==> config.mk <==
export PLATFORM = sky130hd
export DESIGN_NAME = ad4008_sample_sequencer
export DESIGN_NICKNAME = d
export VERILOG_FILES = /design/src/rtl/ad4008_sample_sequencer.sv
export SDC_FILE = /design/constraint.sdc
export NUM_CORES = 1
export LEC_CHECK = 0
export ABC_AREA = 1
export BUFFER_PORTS_ARGS = -buffer_cell sky130_fd_sc_hd__buf_2
export CORE_AREA = 3 3 117 119
export CTS_BUF_LIST = sky130_fd_sc_hd__clkbuf_2
export CTS_CLUSTER_DIAMETER = 120
export DETAILED_ROUTE_END_ITERATION = 7
export DIE_AREA = 0 0 120 122
export PLACE_DENSITY = 0.75
export SKIP_LAST_GASP = 1
export SLEW_MARGIN = 30
export SYNTH_ARGS = -nofsm -noshare
export SYNTH_HDL_FRONTEND = slang
export SYNTH_SLANG_ARGS = --single-unit
==> constraint.sdc <==
create_clock -name clk -period 5.7 [get_ports clk]
set_clock_uncertainty 0.15 [all_clocks]
set_input_delay 1.14 -clock clk [delete_from_list [all_inputs] [get_ports clk]]
set_output_delay 1.14 -clock clk [all_outputs]
set_load 0.03 [all_outputs]
==> src/rtl/ad4008_sample_sequencer.sv <==
// ad4008_sample_sequencer
// Paces AD4008 conversions, averages 2^avg_log2 reader samples per batch and
// hands each average downstream on a valid/ready port. Missing reader
// responses raise timeout_err; missed cadence slots raise overrun_err.
//
// state    | meaning
// ---------+-------------------------------------------------------------
// S_IDLE   | sequencing stopped, accumulator held clear
// S_START  | one-cycle conv_start, slot and timeout timers loaded
// S_WAIT   | waiting for the reader's new_data_flag (or timeout)
// S_OUTPUT | average presented, held until avg_ready
// S_GAP    | waiting for the slot timer before the next conversion
module ad4008_sample_sequencer #(
    parameter int ADC_WIDTH      = 16,
    parameter int PERIOD_WIDTH   = 16,
    parameter int MAX_AVG_LOG2   = 4,
    parameter int TIMEOUT_CYCLES = 256
) (
    input  logic                                clk,
    input  logic                                aresetn,
    input  logic                                enable,
    input  logic [PERIOD_WIDTH-1:0]             period,
    input  logic [$clog2(MAX_AVG_LOG2+1)-1:0]   avg_log2,
    output logic                                conv_start,
    input  logic                                new_data_flag,
    input  logic [ADC_WIDTH-1:0]                amplified_data,
    output logic [ADC_WIDTH-1:0]                avg_data,
    output logic                                avg_valid,
    input  logic                                avg_ready,
    output logic                                timeout_err,
    output logic                                overrun_err,
    input  logic                                clear_err,
    output logic                                busy
);

    localparam int AVG_W = $clog2(MAX_AVG_LOG2 + 1);
    localparam int AW    = ADC_WIDTH + MAX_AVG_LOG2;
    localparam int CNT_W = MAX_AVG_LOG2 + 1;
    localparam int TO_W  = $clog2(TIMEOUT_CYCLES + 1);
    localparam logic [TO_W-1:0] TO_INIT = TO_W'(TIMEOUT_CYCLES - 1);

    typedef enum logic [2:0] {
        S_IDLE   = 3'd0,
        S_START  = 3'd1,
        S_WAIT   = 3'd2,
        S_OUTPUT = 3'd3,
        S_GAP    = 3'd4
    } state_t;

    state_t state;
    state_t state_next;

    logic [PERIOD_WIDTH-1:0] period_q;
    logic [PERIOD_WIDTH-1:0] slot_timer;
    logic [AVG_W-1:0]        avg_log2_q;
    logic [TO_W-1:0]         to_cnt;
    logic [AW-1:0]           acc;
    logic [CNT_W-1:0]        sample_cnt;
    logic                    overrun_seen;

    logic [AVG_W-1:0]        avg_log2_sat;
    logic [PERIOD_WIDTH-1:0] period_eff;
    logic [PERIOD_WIDTH-1:0] slot_load;
    logic [CNT_W-1:0]        batch_size;
    logic                    sample_take;
    logic                    batch_full;
    logic                    timeout_hit;
    logic                    slot_expired;
    logic                    handshake;
    logic                    overrun_set;
    logic                    batch_start;

    // Derived control terms shared by the FSM and the datapath.
    // The slot timer is loaded with period-2 so that a GAP->START decision
    // taken when it reads 0 lands the next conv_start exactly period cycles
    // after the previous one; a zero seen in WAIT/OUTPUT means that slot is lost.
    always_comb begin
        avg_log2_sat = (avg_log2 > AVG_W'(MAX_AVG_LOG2)) ? AVG_W'(MAX_AVG_LOG2) : avg_log2;
        period_eff   = (period == '0) ? PERIOD_WIDTH'(1) : period;
        slot_load    = (period_q >= PERIOD_WIDTH'(2)) ? (period_q - PERIOD_WIDTH'(2)) : '0;
        batch_size   = CNT_W'(1) << avg_log2_q;
        sample_take  = (state == S_WAIT) && new_data_flag;
        batch_full   = (sample_cnt + CNT_W'(1)) == batch_size;
        timeout_hit  = (state == S_WAIT) && !new_data_flag && (to_cnt == '0);
        slot_expired = (slot_timer == '0);
        handshake    = (state == S_OUTPUT) && avg_ready;
        overrun_set  = slot_expired && ((state == S_WAIT) || (state == S_OUTPUT)) && !overrun_seen;
        batch_start  = (state_next == S_START) && (sample_cnt == '0);
    end

    // State register.
    always_ff @(posedge clk or negedge aresetn) begin
        if (!aresetn) begin
            state <= S_IDLE;
        end else begin
            state <= state_next;
        end
    end

    // Next-state logic.
    always_comb begin
        state_next = state;
        case (state)
            S_IDLE: begin
                if (enable) state_next = S_START;
            end
            S_START: begin
                state_next = S_WAIT;
            end
            S_WAIT: begin
                if (sample_take) begin
                    state_next = batch_full ? S_OUTPUT : S_GAP;
                end else if (timeout_hit) begin
                    state_next = S_GAP;
                end
            end
            S_OUTPUT: begin
                if (avg_ready) state_next = S_GAP;
            end
            S_GAP: begin
                if (slot_expired) state_next = enable ? S_START : S_IDLE;
            end
            default: state_next = S_IDLE;
        endcase
    end

    // Moore outputs; the average is only driven while it is being offered.
    always_comb begin
        conv_start = (state == S_START);
        avg_valid  = (state == S_OUTPUT);
        busy       = (state != S_IDLE);
        avg_data   = '0;
        if (state == S_OUTPUT) avg_data = ADC_WIDTH'(acc >> avg_log2_q);
    end

    // Timers, batch configuration, accumulator and sticky error flags.
    always_ff @(posedge clk or negedge aresetn) begin
        if (!aresetn) begin
            period_q     <= '0;
            avg_log2_q   <= '0;
            slot_timer   <= '0;
            to_cnt       <= '0;
            acc          <= '0;
            sample_cnt   <= '0;
            overrun_seen <= 1'b0;
            timeout_err  <= 1'b0;
            overrun_err  <= 1'b0;
        end else begin
            if (batch_start) begin
                period_q   <= period_eff;
                avg_log2_q <= avg_log2_sat;
            end

            if (state == S_IDLE) begin
                slot_timer <= '0;
            end else if (state == S_START) begin
                slot_timer <= slot_load;
            end else if (!slot_expired) begin
                slot_timer <= slot_timer - PERIOD_WIDTH'(1);
            end

            if (state == S_START) begin
                to_cnt <= TO_INIT;
            end else if ((state == S_WAIT) && (to_cnt != '0)) begin
                to_cnt <= to_cnt - TO_W'(1);
            end

            if ((state == S_IDLE) || handshake || timeout_hit) begin
                acc        <= '0;
                sample_cnt <= '0;
            end else if (sample_take) begin
                acc        <= acc + AW'(amplified_data);
                sample_cnt <= sample_cnt + CNT_W'(1);
            end

            if (state == S_START) begin
                overrun_seen <= 1'b0;
            end else if (overrun_set) begin
                overrun_seen <= 1'b1;
            end

            timeout_err <= clear_err ? 1'b0 : (timeout_err | timeout_hit);
            overrun_err <= clear_err ? 1'b0 : (overrun_err | overrun_set);
        end
    end

endmodule

==> results of run 1 <==
==> state kept, by name, indices dropped and copies added (netlist names) <==
name          count
timeout_err       1
acc              20
to_cnt            9
period_q         16
sample_cnt        5
state             3
avg_log2_q        3
overrun_err       1
slot_timer       16
overrun_seen      1
==> layout by cell type (no fill, tap or decap), types with 3 or more instances in the layout <==
cell type,synthesis,routed
a21oi_1,43,43
buf_2,13,60
clkbuf_2,0,9
dfrtp_1,75,75
ha_1,23,23
inv_1,87,87
inv_2,5,5
nand2_1,237,237
nand3_1,64,64
nand3b_1,9,9
nand4_1,12,12
nor2_1,109,109
nor2_2,4,4
nor3_1,11,11
nor4_1,6,6
o211ai_1,3,3
o21ai_0,84,84
or2_2,4,4
xnor2_1,9,9
xor2_1,16,16
==> routing by layer <==
metal,share of wire (%),wire length (µm),up-vias
li1,-,-,2893
met1,51,7180,2488
met2,43,6140,135
met3,4.2,593,21
met4,1.9,272,0
met5,0,0,-
==> through the flow <==
stage	utilization [%]	hold slack [ps]
3_3_place_gp	47.9	317
3_5_place_dp	47.9	322
6_report	49.0	366
5_1_grt	49.0	398
2_1_floorplan	-	299
4_1_cts	48.9	370
==> worst min-delay path: cells and delay by family (launching register included) <==
kind / cells / cell delay (ps)
flip-flops: 1 / 400
AND/OR/NAND/NOR: 2 / 110
==> area by class of cell <==
cell class / instances / area (µm²)
fill: 1301 / 6470
multi-input combinational: 662 / 3310
sequential: 75 / 1880
inverter: 92 / 345
timing repair buffer: 63 / 327
tap: 172 / 215
clock inverter: 6 / 81.3
clock buffer: 9 / 45.0
==> report_power, final <==
part | switching [mW] | total [mW] | internal, mW
clock network | 0.199 | 0.339 | 0.140
registers | 0.240 | 0.966 | 0.725
logic | 1.20 | 1.81 | 0.612
==> cell families after synthesis <==
group	count (synthesis)	share of synthesized area, %
simple gates	466	35.3
buf+inv	117	8.49
compound gates	147	13.8
fa+ha+maj	24	5.43
flops	75	33.1
xor+xnor	25	3.86
==> how the worst min path moves through the flow <==
stage / from / to / slack [ps] / cells after the start
finish: period_q[0]$_DFFE_PN0P_ / period_q[0]$_DFFE_PN0P_ / 370 / 2
global route: timeout_err$_DFF_PN0_ / timeout_err$_DFF_PN0_ / 400 / 2
CTS: period_q[0]$_DFFE_PN0P_ / period_q[0]$_DFFE_PN0P_ / 370 / 2
detailed placement: period_q[0]$_DFFE_PN0P_ / period_q[0]$_DFFE_PN0P_ / 320 / 2
global placement: period_q[0]$_DFFE_PN0P_ / period_q[0]$_DFFE_PN0P_ / 320 / 2
floorplan: period_q[0]$_DFFE_PN0P_ / period_q[0]$_DFFE_PN0P_ / 300 / 2
==> out/qor.yml, run 1 <==
run_status:
  status: "finished, final reports clean"
setup_path:
  required_ps: 4410
  worstSetupEndpoint: "avg_data[12]"
  timing.rr.start: "slot_timer[0]$_DFFE_PN0P_"
  cp-end-kind: "primary output"
  crit_fanout: 35
  path_cells: "inv_1, nand2_1, o21ai_0, o21ai_0, nand2_1, a31oi_1, buf_2"
  r2r_setup_slack_ps: 2830
  cp_num_cells: 7
  worstSetupStartpointType: "flop"
  cp.buffers_inverters: 2
  r2r.worst_path.cells: 11
  worstPathArrival_ps: 2760
  crit_family: "flip-flops"
  critPathSlowestCell: "dfrtp_1"
  setup.worst_path.class: "reg -> out"
  max_stage_delay_ps: 950
  critPathLaunch: "avg_log2_q[0]$_DFFE_PN0P_"
  worstReg2RegEnd: "period_q[7]$_DFFE_PN0P_"
global_route:
  gr-usage-met2_pct: 30.6
  grt_pass1_vias: 5123
  grt_pass1_wl_mm: 24.3
  overflow: 0
  use_met1_pct: 29.8
  antenna_found_initial: 0
  grt_max_degree: 76
  busiest_layer: "met2"
  grt_usage_pct: 20.2
  use_met3_pct: 2.74
timing:
  rsz0062_at_grt: "no"
  setup_slack_ps: 1650
  setup_viol: 0
  period_needed_ps: 4050
  fmax_mhz: 247
  slew_headroom_pct: 42.9
  period_share_pct: 71.1
  slew_violations: 0
  setup_tns_ps: 0
  hold_viol: 0
  worst_slew_pin_slew_ps: 857
die:
  die_area_um2: 14600
  rows: 41
  die_w_um: 120
  die_h_um: 122
  start_util_pct: 44.8
  top_level_ports: 62
  core-area_um2: 12700
cts:
  cts_tree: "done"
  numCtsBuffers: 9
  post_cts_buffers: 0
  clkTransAtPathRegs_ps: 220
  htree_levels: 3
  ctsResizeCount: 0
  hold_buffers: 0
  cts.sinks: 75
  clockBufferDepth: 2
  clk_latency_ps: 550
  clk_root_buffer_cell: "clkbuf_2"
routing:
  drt-total-wl_mm: 14.2
  wl_per_cell_um: 13.1
  initialDrtViolationCount: 389
  dr_total_vias: 5537
  drc_errors: 0
  postRouteAntennaNets: 0
  via_per_inst: 5.13
  drtPass1Iterations: 5
yosys:
  synth.ff_latch_count: 75
  synth.distinct_cells: 44
  synth_top_cell_area_share_pct: 33.1
  syn-num-nets: 919
  synth_top_area_cell: "dfrtp_1"
  synthCells: 854
  synth_flop_cell: "dfrtp_1"
  async_reset_ff_share_pct: 100
  ys_seq_area_share_pct: 33.1
  synthTopCellsByArea: "dfrtp_1, nand2_1, o21ai_0, nor2_1, inv_1"
  synth.most_common_cell: "nand2_1"
  synthTopCellsByCount: "nand2_1, nor2_1, inv_1"
  synth_edf_count: 0
  avgSynthCellArea_um2: 6.64
  yosys_warnings: 0
  mappedNetlistArea_um2: 5670
finish:
  area_growth_pct: 9.37
  final_area_um2: 6200
  insertedDiodeCount: 0
  final_nets: 968
  stdcell_count: 1079
  drive_gt1_share_pct: 10.7
placed_design:
  gp_congestion: 0.909
  dp_slack_ps: 2320
  dp_cells: 1063
  dpl.hpwl_mm: 10.8
  io_buffers: 61
  placed_area_um2: 6070
power_and_ir_drop:
  power.density_nw_per_um2: 502
  p_leak_nw: 3.13
  irDropWorstVdd_v: 0.000232
  total_power_mw: 3.12
flow_run:
  drv_cap: 0
hold_path:
  hold_class: "reg -> reg"
No activity file was read; power rests on OpenSTA's default activity.
==> run 2, diff against run 1 <==
Settings changed: ABC_AREA 1 to 0, CORE_AREA 3 3 117 119 to 3 3 114 116, DIE_AREA 0 0 120 122 to 0 0 117 119, PLACE_DENSITY 0.75 to 0.76.
Clock period 5.7 ns to 4 ns, I/O delays scaled along.
==> run 2 against run 1 <==
Utilization up 1.1 points; non-clock buffer count up 5; register-to-register slack lost 1700 ps; routed wire length is 9.7% lower; critical path type unchanged; sequential share of layout area up 0.98 points; clock power increased by 47%; via count shrank 17%; largest power group unchanged; global-route usage shrank 1.2 points; critical path depth is 3 lower; area after synthesis decreased by 4.1%; power is 26% higher.
==> out/qor.yml, run 2 <==
power_and_ir_drop:
  total_power_mw: 3.91
  power.density_nw_per_um2: 651
  p_leak_nw: 2.75
  irDropWorstVdd_v: 0.000256
cts:
  cts_tree: "done"
  numCtsBuffers: 9
  post_cts_buffers: 0
  clk_root_buffer_cell: "clkbuf_2"
  clk_latency_ps: 560
  htree_levels: 3
  cts.sinks: 75
  hold_buffers: 0
  clockBufferDepth: 2
  clkTransAtPathRegs_ps: 220
  ctsResizeCount: 0
timing:
  slew_headroom_pct: 37.4
  whs_ps: 177
  fmax_mhz: 295
  period_needed_ps: 3390
  hold_viol: 0
  setup_tns_ps: 0
  worst_slew_pin_slew_ps: 938
  slew_violations: 0
  setup_viol: 0
  setup_slack_ps: 609
  rsz0062_at_grt: "no"
  period_share_pct: 84.8
routing:
  wl_per_cell_um: 16.3
  met1Wirelength_mm: 5.77
  dr_wl_met3_um: 684
  postRouteAntennaNets: 0
  highest_layer: "met4"
  drtPass1Iterations: 4
  drc_errors: 0
  drt-total-wl_mm: 12.8
  dr_total_vias: 4608
  wl_met2_mm: 6.07
  initialDrtViolationCount: 226
  via_per_inst: 5.86
placed_design:
  placed_area_um2: 5870
  gp_congestion: 0.847
  dp_slack_ps: 629
  io_buffers: 61
  dp_cells: 770
  dpl.hpwl_mm: 9.66
finish:
  stdcell_count: 787
  regArea_um2: 1880
  fin_util_pct: 50.1
  largest_register: "acc"
  final_common_cell: "dfrtp_1"
  largest_reg_flops: 20
  multi_input_area_um2: 3380
  final_nets: 699
  drive_gt1_share_pct: 20.0
  fill_cells: 1078
  final_area_um2: 6010
  layout_common_cells: "dfrtp_1, nor2_1, buf_2, nand2_1, o21ai_0"
  area_growth_pct: 10.5
  biggestRegsByFlops: "acc: 20 flops, period_q: 16 flops, slot_timer: 16 flops"
yosys:
  synthCells: 582
  synthTopCellsByCount: "dfrtp_1, nor2_1, nand2_1"
  syn-num-nets: 647
  synth_top_cell_area_share_pct: 34.5
  synth_edf_count: 0
  synth_top_area_cell: "dfrtp_1"
  mappedNetlistArea_um2: 5440
  async_reset_ff_share_pct: 100
  synthTopCellsByArea: "dfrtp_1, ha_1, mux4_2, mux2i_1, nor2_1"
  synth.most_common_cell: "dfrtp_1"
  ys_seq_area_share_pct: 34.5
  synth.ff_latch_count: 75
  yosys_warnings: 0
  synth_flop_cell: "dfrtp_1"
  avgSynthCellArea_um2: 9.35
  synth.distinct_cells: 63
setup_path:
  crit_fanout: 27
  worstSetupStartpointType: "flop"
  cp-end-kind: "primary output"
  r2r_setup_slack_ps: 1100
  worstPathArrival_ps: 2440
  setup.worst_path.class: "reg -> out"
  required_ps: 3050
global_route:
  antenna_found_initial: 1
  grt_pass1_wl_mm: 21.4
  grt_max_degree: 76
  overflow: 0
  grt_usage_pct: 19.1
  grt_pass1_vias: 4448
die:
  start_util_pct: 45.3
  die_w_um: 117
  core-area_um2: 12000
  top_level_ports: 62
  die_h_um: 119
  rows: 40
  die_area_um2: 13900
flow_run:
  drv_cap: 0
run_status:
  status: "finished, final reports clean"
hold_path:
  hold_class: "in -> async"
[run 2: cell families after synthesis]
family	count (synthesis)	synth area share, %
muxes	57	14.4
adders and majority gates	24	5.66
and+or+nand+nor	215	20.6
buffers and inverters	46	3.45
xor gates and xnor gates	47	7.56
AOI/OAI and AO/OA	118	13.9
DFF	75	34.5
[run 2: cell type report]
type	instances	share of cell area [%]
Multi-Input combinational cell	461	56.2
Sequential cell	75	31.2
Timing Repair Buffer	68	6.01
Tap cell	147	3.06
Clock inverter	7	1.54
Inverter	19	1.19
Clock buffer	9	0.749
Antenna cell	1	0.0416
[run 2: worst paths after layout]
check                                          startpoint                   endpoint  cells after the start
worst max-delay path            avg_log2_q[0]$_DFFE_PN0P_                avg_data[7]                      4
worst min-delay path                              aresetn      to_cnt[5]$_DFFE_PN0P_                      2
worst max register to register         acc[0]$_DFFE_PN0P_        acc[14]$_DFFE_PN0P_                      8
min in group clk                                clear_err      timeout_err$_DFF_PN0_                      2
worst min register to register   overrun_seen$_DFFE_PN0P_   overrun_seen$_DFFE_PN0P_                      2
max in group asynchronous                         aresetn  avg_log2_q[0]$_DFFE_PN0P_                      2
[run 2: worst max-delay path, cell delays in order (launching register included)]
cell and delay [ps]:
dfrtp_2 820, mux4_2 610, mux2i_1 170, nor2_1 80, buf_2 190
[run 2: power breakdown]
part	internal, mW	total [mW]	switching [mW]
sequential	0.999	1.41	0.411
combinational	0.950	2.01	1.06
clock	0.204	0.497	0.293
total	2.15	3.91	1.76
[run 2: routing by layer]
layer	GRT usage, %	vias to the layer above
met2	29.8	118
met4	7.17	0
li1	-	2216
met1	26.0	2249
met5	0	-
met3	3.71	25
==> run 3, diff against run 2 <==
Clock period 4 ns to 3.15 ns, I/O delays scaled along.
==> run 3 against run 2 <==
Clock power grew 8.9%; combinational power rose by 33%; register-to-register slack got worse by 710 ps; routed wire length up 1.8%; critical path depth is 4 higher; sequential power increased by 22%; die area stayed put; design area is 0.64% higher; final cell count increased by 0.51%; count of clock-buffer cells in the layout unchanged; via count is 1.0% higher; largest cell class unchanged.
==> out/qor.yml, run 3 (synthesized netlist as in run 2, its figures left out) <==
timing:
  slew_headroom_pct: 46.6
  setup_tns_ps: 0
  slew_violations: 0
  rsz0062_at_grt: "no"
  worst_slew_pin_slew_ps: 799
  fmax_mhz: 328
  period_needed_ps: 3050
  hold_viol: 0
  setup_viol: 0
  period_share_pct: 96.8
placed_design:
  dpl.hpwl_mm: 9.94
  io_buffers: 61
  gp_congestion: 0.870
  dp_cells: 774
power_and_ir_drop:
  clockPowerShare_pct: 11.0
  power.density_nw_per_um2: 816
  power.switching_mw: 2.25
  combPwrFrac_pct: 54.1
  p_int_mw: 2.69
  irDropWorstVdd_v: 0.000298
  p_seq_share_pct: 34.9
  netSwitchingFraction_pct: 45.5
  p_leak_nw: 2.77
setup_path:
  crit_fanout: 26
  setup.worst_path.class: "reg -> out"
  worstPathArrival_ps: 2270
  critPathLaunch: "avg_log2_q[0]$_DFFE_PN0P_"
  r2r_setup_slack_ps: 390
  timing.rr.start: "acc[0]$_DFFE_PN0P_"
  worstSetupStartpointType: "flop"
  cp-end-kind: "primary output"
  required_ps: 2370
finish:
  area_growth_pct: 11.2
  stdcell_count: 791
  layout_common_cells: "dfrtp_1, nor2_1, buf_2, nand2_1, o21ai_0"
  biggestRegsByFlops: "acc: 20 flops, period_q: 16 flops, slot_timer: 16 flops"
  final_common_cell: "dfrtp_1"
  drive_gt1_share_pct: 20.5
  largest_reg_flops: 20
  largest_register: "acc"
  final_nets: 704
flow_run:
  drv_cap: 0
cts:
  clkTransAtPathRegs_ps: 200
  clk_root_buffer_cell: "clkbuf_2"
  cts_tree: "done"
  clk_latency_ps: 570
  cts.sinks: 75
  clockBufferDepth: 2
  post_cts_buffers: 0
  numCtsBuffers: 9
  htree_levels: 3
routing:
  drtPass1Iterations: 4
  postRouteAntennaNets: 0
  dr_total_vias: 4656
  via_per_inst: 5.89
  drt-total-wl_mm: 13.0
  drc_errors: 0
  initialDrtViolationCount: 317
  wl_per_cell_um: 16.5
global_route:
  grt_max_degree: 47
  grt_usage_pct: 19.4
  grt_pass1_wl_mm: 21.8
  grt_pass1_vias: 4521
  antenna_found_initial: 1
  overflow: 0
die:
  rows: 40
  die_w_um: 117
  top_level_ports: 62
  die_area_um2: 13900
  die_h_um: 119
  start_util_pct: 45.3
  core-area_um2: 12000
hold_path:
  hold_class: "in -> reg"
  hp-start: "clear_err"
run_status:
  status: "finished, final reports clean"
==> run 3: worst paths after layout <==
kind / endpoint / depth (start not counted)
setup / recovery: avg_data[15] / 8
hold / removal: overrun_err$_DFF_PN0_ / 2
setup reg to reg: acc[14]$_DFFE_PN0P_ / 8
hold reg to reg: overrun_err$_DFF_PN0_ / 2
max in group asynchronous: avg_log2_q[1]$_DFFE_PN0P_ / 3
min in group asynchronous: state[2]$_DFF_PN0_ / 2
==> run 3: worst max-delay path, cell delays in order, from the launching register on <==
cell and delay [ps]:
dfrtp_1 470, buf_12 190, nor2b_1 130, a211oi_1 60
a21oi_1 180, nor2b_1 150, a31oi_1 50, nor2_1 230
buf_2 240
==> run 3: power groups by stage <==
| stage | clock network (mW) | registers (mW) | logic [mW] |
|---|---|---|---|
| 3_5_place_dp | 0 | 1.74 | 2.63 |
| 4_1_cts | 0.557 | 1.71 | 2.65 |
| 5_1_grt | 0.592 | 1.78 | 2.95 |
| 2_1_floorplan | 0 | 1.57 | 2.25 |
| 6_report | 0.541 | 1.72 | 2.67 |
| 3_3_place_gp | 0 | 1.71 | 2.54 |
==> run 3: what timing repair did <==
| item | 4_1_cts | 5_1_grt |
|---|---|---|
| gates resized for setup | 1 | 4 |
| setup endpoints to repair | 4 | 11 |
| hold buffers | 1 | 0 |
| endpoints found under the hold margin | 29 | 0 |
==> run 3: layout make-up <==
cell class              instances  area (µm²)
diodes                          1        2.50
clock buffers                   9        45.0
clock inverters                 6        66.3
fillers                      1114        5960
inverters                      19        71.3
multi-input cells             461        3380
flip-flops and latches         75        1880
well taps                     147         184
repair buffers                 73         427
==> run 3: layer usage <==
metal  global-route usage, %  wire [µm]
met4                    6.59        211
met2                    30.8       6280
met3                    3.25        707
met1                    26.8       5850
met5                       0          0
==> run 3: metrics by stage <==
step	worst slack (ps)	hold slack (ps)	cell area (µm²)	total power [mW]	util, %
floorplan	369	184	5440	3.81	-
global placement	143	320	5910	4.25	49.2
detailed placement	64.4	332	5910	4.37	49.2
CTS	39.4	23.7	6040	4.92	50.2
global route	11.6	36.9	6050	5.32	50.4
finish	101	60.8	6050	4.94	50.4
